### config.mk
export PLATFORM = sky130hd
export DESIGN_NAME = map_port_arbiter
export DESIGN_NICKNAME = d
export VERILOG_FILES = /design/src/rtl/map_port_arbiter.sv
export SDC_FILE = /design/constraint.sdc
export NUM_CORES = 1
export LEC_CHECK = 0
export BUFFER_PORTS_ARGS = -buffer_cell sky130_fd_sc_hd__buf_2
export CAP_MARGIN = 20
export CORE_ASPECT_RATIO = 1.5
export CORE_MARGIN = 2
export CORE_UTILIZATION = 53
export CTS_CLUSTER_SIZE = 16
export DETAILED_ROUTE_END_ITERATION = 7
export PLACE_DENSITY_LB_ADDON = 0.3
export SLEW_MARGIN = 20
export SYNTH_ARGS = -nofsm -noshare
export SYNTH_HDL_FRONTEND = slang
export SYNTH_SLANG_ARGS = --single-unit
### constraint.sdc
create_clock -name clk_100mhz -period 5.5 [get_ports clk_100mhz]
set_input_delay 0.825 -clock clk_100mhz [delete_from_list [all_inputs] [get_ports clk_100mhz]]
set_output_delay 0.825 -clock clk_100mhz [all_outputs]
set_load 0.01 [all_outputs]
### src/rtl/map_port_arbiter.sv
// rtl/map_port_arbiter.sv - 4-port round-robin read arbiter for the map memory with tile extraction.
// Define MAP_ARB_PRIO0_EN to give requester 0 absolute priority (round-robin among 1-3 only).
module map_port_arbiter #(
  parameter int RD_LATENCY = 1
) (
  input  logic        clk_100mhz,
  input  logic        reset,
  input  logic [3:0]  req,
  input  logic [19:0] req_row,
  input  logic [23:0] req_col,
  input  logic [1:0]  map_num,
  output logic [3:0]  gnt,
  output logic [7:0]  mem_addr,
  input  logic [75:0] mem_dout,
  output logic        rsp_valid,
  output logic [1:0]  rsp_id,
  output logic [3:0]  rsp_tile,
  output logic        rsp_is_dot,
  output logic [75:0] rsp_row
);

  logic [3:0]  r_gnt;
  logic [7:0]  r_addr;
  logic [1:0]  r_last;
  logic        r_rsp_valid;
  logic [1:0]  r_rsp_id;
  logic [3:0]  r_rsp_tile;
  logic        r_rsp_is_dot;
  logic [75:0] r_rsp_row;

  logic        r_pv   [0:RD_LATENCY];
  logic [1:0]  r_pid  [0:RD_LATENCY];
  logic [5:0]  r_pcol [0:RD_LATENCY];
  logic [4:0]  r_prow [0:RD_LATENCY];

  logic [3:0]  w_elig;
  logic        w_found;
  logic [1:0]  w_idx;
  logic [1:0]  w_cand;
  logic [4:0]  w_row;
  logic [5:0]  w_col;
  logic [3:0]  w_tile;

  // A requester holding gnt this cycle is masked so a lingering req is not granted twice.
  always_comb begin
    w_elig  = req & ~r_gnt;
    w_found = 1'b0;
    w_idx   = 2'd0;
    w_cand  = 2'd0;
`ifdef MAP_ARB_PRIO0_EN
    if (w_elig[0]) begin
      w_found = 1'b1;
      w_idx   = 2'd0;
    end else begin
      for (int off = 1; off <= 4; off++) begin
        w_cand = r_last + 2'(off);
        if (!w_found && (w_cand != 2'd0) && w_elig[w_cand]) begin
          w_found = 1'b1;
          w_idx   = w_cand;
        end
      end
    end
`else
    for (int off = 1; off <= 4; off++) begin
      w_cand = r_last + 2'(off);
      if (!w_found && w_elig[w_cand]) begin
        w_found = 1'b1;
        w_idx   = w_cand;
      end
    end
`endif
  end

  always_comb begin
    w_row = req_row[4:0];
    w_col = req_col[5:0];
    case (w_idx)
      2'd1:    begin w_row = req_row[9:5];   w_col = req_col[11:6];  end
      2'd2:    begin w_row = req_row[14:10]; w_col = req_col[17:12]; end
      2'd3:    begin w_row = req_row[19:15]; w_col = req_col[23:18]; end
      default: begin w_row = req_row[4:0];   w_col = req_col[5:0];   end
    endcase
  end

  // Columns past 18 match no tile slot and rows past 22 lie outside the maze; both read as 0.
  always_comb begin
    w_tile = 4'd0;
    for (int t = 0; t < 19; t++) begin
      if (r_pcol[RD_LATENCY] == 6'(t)) w_tile = mem_dout[4*t +: 4];
    end
    if (r_prow[RD_LATENCY] > 5'd22) w_tile = 4'd0;
  end

  always_ff @(posedge clk_100mhz or negedge reset) begin
    if (!reset) begin
      r_gnt        <= 4'd0;
      r_addr       <= 8'd0;
      r_last       <= 2'd3;
      r_rsp_valid  <= 1'b0;
      r_rsp_id     <= 2'd0;
      r_rsp_tile   <= 4'd0;
      r_rsp_is_dot <= 1'b0;
      r_rsp_row    <= 76'd0;
      for (int s = 0; s <= RD_LATENCY; s++) begin
        r_pv[s]   <= 1'b0;
        r_pid[s]  <= 2'd0;
        r_pcol[s] <= 6'd0;
        r_prow[s] <= 5'd0;
      end
    end else begin
      r_gnt <= w_found ? (4'b0001 << w_idx) : 4'b0000;
      if (w_found) begin
        r_addr <= {1'b0, map_num, w_row};
`ifdef MAP_ARB_PRIO0_EN
        if (w_idx != 2'd0) r_last <= w_idx;
`else
        r_last <= w_idx;
`endif
      end
      r_pv[0]   <= w_found;
      r_pid[0]  <= w_idx;
      r_pcol[0] <= w_col;
      r_prow[0] <= w_row;
      for (int s = 1; s <= RD_LATENCY; s++) begin
        r_pv[s]   <= r_pv[s-1];
        r_pid[s]  <= r_pid[s-1];
        r_pcol[s] <= r_pcol[s-1];
        r_prow[s] <= r_prow[s-1];
      end
      r_rsp_valid <= r_pv[RD_LATENCY];
      if (r_pv[RD_LATENCY]) begin
        r_rsp_id     <= r_pid[RD_LATENCY];
        r_rsp_tile   <= w_tile;
        r_rsp_is_dot <= (w_tile[3:1] == 3'b111);
        r_rsp_row    <= mem_dout;
      end
    end
  end

  assign gnt        = r_gnt;
  assign mem_addr   = r_addr;
  assign rsp_valid  = r_rsp_valid;
  assign rsp_id     = r_rsp_id;
  assign rsp_tile   = r_rsp_tile;
  assign rsp_is_dot = r_rsp_is_dot;
  assign rsp_row    = r_rsp_row;

endmodule

==> impl_metrics.py <==
metrics = {
    "place": {
        "gp_congestion": 0.895,
        "placed_area_mm2": 0.00688,
        "port_buffers": 222,
        "hpwl_mm": 11.1,
        "dpl_worst_slack_ps": 1870,
    },
    "timing": {
        "fin_worst_skew_ps": 9.96,
        "slew_violations": 0,
        "fin_worst_hold_slack_ps": 349,
        "finalCritPeriodShare_pct": 59.0,
        "setup_viol": 0,
        "setup_tns_ps": 0,
        "finalHoldViolations": 0,
        "max_slew.worst_pin.slew_ps": 1120,
        "max_slew_margin_pct": 25.7,
        "grt_setup_unrepaired": "no",
        "timing.fmax_mhz": 308,
        "final.setup.worst_slack_ps": 2250,
        "finalCriticalPeriod_ps": 3250,
    },
    "cts": {
        "postCtsHoldBufs": 0,
        "root_buffer": "clkbuf_16",
        "clockBufferDepth": 2,
        "cts_tree": "built",
        "h-tree-depth": 4,
        "post_cts_buffers": 0,
        "clock-sinks": 125,
        "cts_resized": 0,
        "clkTransAtPathRegs_ps": 50,
        "cts_buffers": 17,
        "insertion_delay_ps": 410,
    },
    "worst_hold_path": {
        "min_path_cells": 0,
        "hp-start": "r_pv[1]$_DFF_PN0_",
        "holdPathEnd": "r_pv[0]$_DFF_PN0_",
        "hold_class": "reg2reg",
    },
    "finish": {
        "fin_area_mm2": 0.00749,
        "mostFrequentLayoutCells": "buf_2 (221), dfrtp_1 (122), mux2_2 (87)",
        "diodes": 0,
        "syn_to_final_growth_pct": 31.6,
        "drive_gt1_share_pct": 51.8,
        "final_common_cell": "buf_2",
        "num-nets-final": 798,
    },
    "run": {
        "maxCapViolations": 0,
    },
    "logic_synthesis": {
        "syn_avg_cell_area_um2": 12.5,
        "synthesis.area_mm2": 0.00569,
        "synthesis.nets": 582,
        "synth_mux_area_share_pct": 22.2,
        "synthCells": 454,
        "synth_compound_area_share_pct": 10.3,
        "synth.area.top_cells": "dfrtp_1 (54%), mux2_2 (17%), mux2i_1 (4.2%)",
        "ys_seq_elements": 125,
        "ys_warn_count": 0,
        "synth.top_cell.area_share_pct": 54.1,
        "synth_top_area_cell": "dfrtp_1",
        "synth-adder-area-share_pct": 0,
        "synth_top_family_by_area": "multiplexers",
        "synth_edf_count": 0,
        "synth-simple-area-share_pct": 9.25,
        "synthArstFlopShare_pct": 100,
        "yosysUniqueCellTypes": 60,
        "ys_seq_area_share_pct": 55.0,
        "synthXorXnorAreaFrac_pct": 0,
        "ys.flop_type": "dfrtp_1",
    },
    "global_route": {
        "grt_max_degree": 126,
        "grt_pass1_wl_mm": 22.9,
        "grt_pass1_vias": 4677,
        "grt_usage_pct": 26.5,
        "antenna_found_initial": 0,
        "grt_overflow_total": 0,
    },
    "detailed_routing": {
        "routed_wl_mm": 15.2,
        "ant_nets": 0,
        "dr.pass1.iters": 4,
        "drc": 0,
        "via_per_inst": 5.51,
        "vias": 4557,
        "initialDrtViolationCount": 204,
        "wl_per_cell_um": 18.4,
    },
    "floorplanning": {
        "initial_core_util_pct": 54.1,
        "pin_count": 224,
        "rows": 46,
        "fp.dieW_um": 88.6,
        "die_area_mm2": 0.0116,
        "core-area_mm2": 0.0105,
        "die_h_um": 131,
    },
    "power": {
        "peakVddDrop_uv": 317,
        "power_density_mw_per_mm2": 515,
        "p_leak_nw": 3.57,
        "power_mw": 3.85,
    },
    "worst_setup_path": {
        "arrival_ps": 3520,
        "required_ps": 5770,
        "cp-start-kind": "input port",
        "path_max_fanout": 25,
        "r2r_slack_ps": 2370,
        "criticalPathCategory": "in2reg",
        "r2r-start": "gnt[3]$_DFF_PN0_",
        "worst_r2r_path_depth": 6,
        "reg2reg_to": "mem_addr[0]$_DFFE_PN0N_",
        "cp-end-kind": "register",
    },
    "run_status": {
        "status": "finished clean",
    },
}
-- kinds of logic after synthesis --
group,count (synthesis)
AO/OA/AOI/OAI,77
other,1
AND/OR/NAND/NOR,98
multiplexers,113
flip-flops,125
buffers and inverters,40
-- layout make-up --
cell class	instances	area [µm²]
Inverter	12	45.0
Sequential cell	125	3130
Timing Repair Buffer	225	1140
Clock inverter	13	164
Clock buffer	19	443
Fill cell	775	3040
Tap cell	144	180
Multi-Input combinational cell	289	2380
-- Yosys cell counts, types with 2 or more instances --
cell type  count
mux2i_1       24
o21a_1         2
nor4_1         2
nand2_1       19
mux4_2         2
nor2_1        18
a21oi_1       11
a32oi_1        2
dfstp_2        2
dfrtp_1      123
nor3_1        13
nor2b_1        7
o32ai_1        2
buf_1          3
inv_1         11
o31ai_1        6
nand4_1        2
o21ai_0       11
o32ai_2        2
mux2_2        87
clkbuf_1      11
a22o_1         2
a22oi_1        2
nand2b_1       7
a2111oi_0      2
a221oi_1       2
nand3_1        4
and2_1         2
buf_2         10
a211oi_1      13
or4b_1         3
o22ai_1        5
o221ai_1       2
and3_1        12
buf_4          3
-- per-layer routing --
layer | GRT usage (%) | part of all wire [%]
met5 | 0 | 0
met3 | 8.23 | 6.9
met4 | 14.0 | 3.6
met2 | 46.6 | 54
met1 | 27.8 | 36
-- sequential cells by signal, summed over array words and instances, names as in the netlist --
| name | count |
|---|---|
| gnt | 4 |
| mem_addr | 7 |
| r_last | 2 |
| r_pcol | 12 |
| r_pid | 4 |
| r_prow | 10 |
| r_pv | 2 |
| rsp_id | 2 |
| rsp_is_dot | 1 |
| rsp_row | 76 |
| rsp_tile | 4 |
| rsp_valid | 1 |
-- critical path, cell delays in order --
cell	delay, ps
buf_2	70
nor2b_1	300
nor2b_1	90
o21ai_0	690
nand2_1	840
a211oi_1	550
o31ai_1	150
-- power by group --
part	switching [mW]	internal, mW	leakage, nW
registers	0.223	1.19	1.46
clock network	0.410	0.726	0.282
logic	0.722	0.587	1.83
-- stage by stage --
step | util (%) | std cells
after floorplan | - | 454
after global placement | 65.3 | 795
after detailed placement | 65.3 | 795
after CTS | 71.1 | 827
after global routing | 71.1 | 827
final | 71.1 | 827
-- worst max path at each step --
stage,end,cells after the start,start
after floorplan,mem_addr[0]$_DFFE_PN0N_,7,req[0]
after global placement,mem_addr[1]$_DFFE_PN0N_,7,req[0]
after detailed placement,mem_addr[0]$_DFFE_PN0N_,7,req[3]
after CTS,mem_addr[0]$_DFFE_PN0N_,7,req[3]
after global routing,mem_addr[2]$_DFFE_PN0N_,7,req[3]
final,mem_addr[0]$_DFFE_PN0N_,7,req[3]
(Power assumes the default switching activity.)
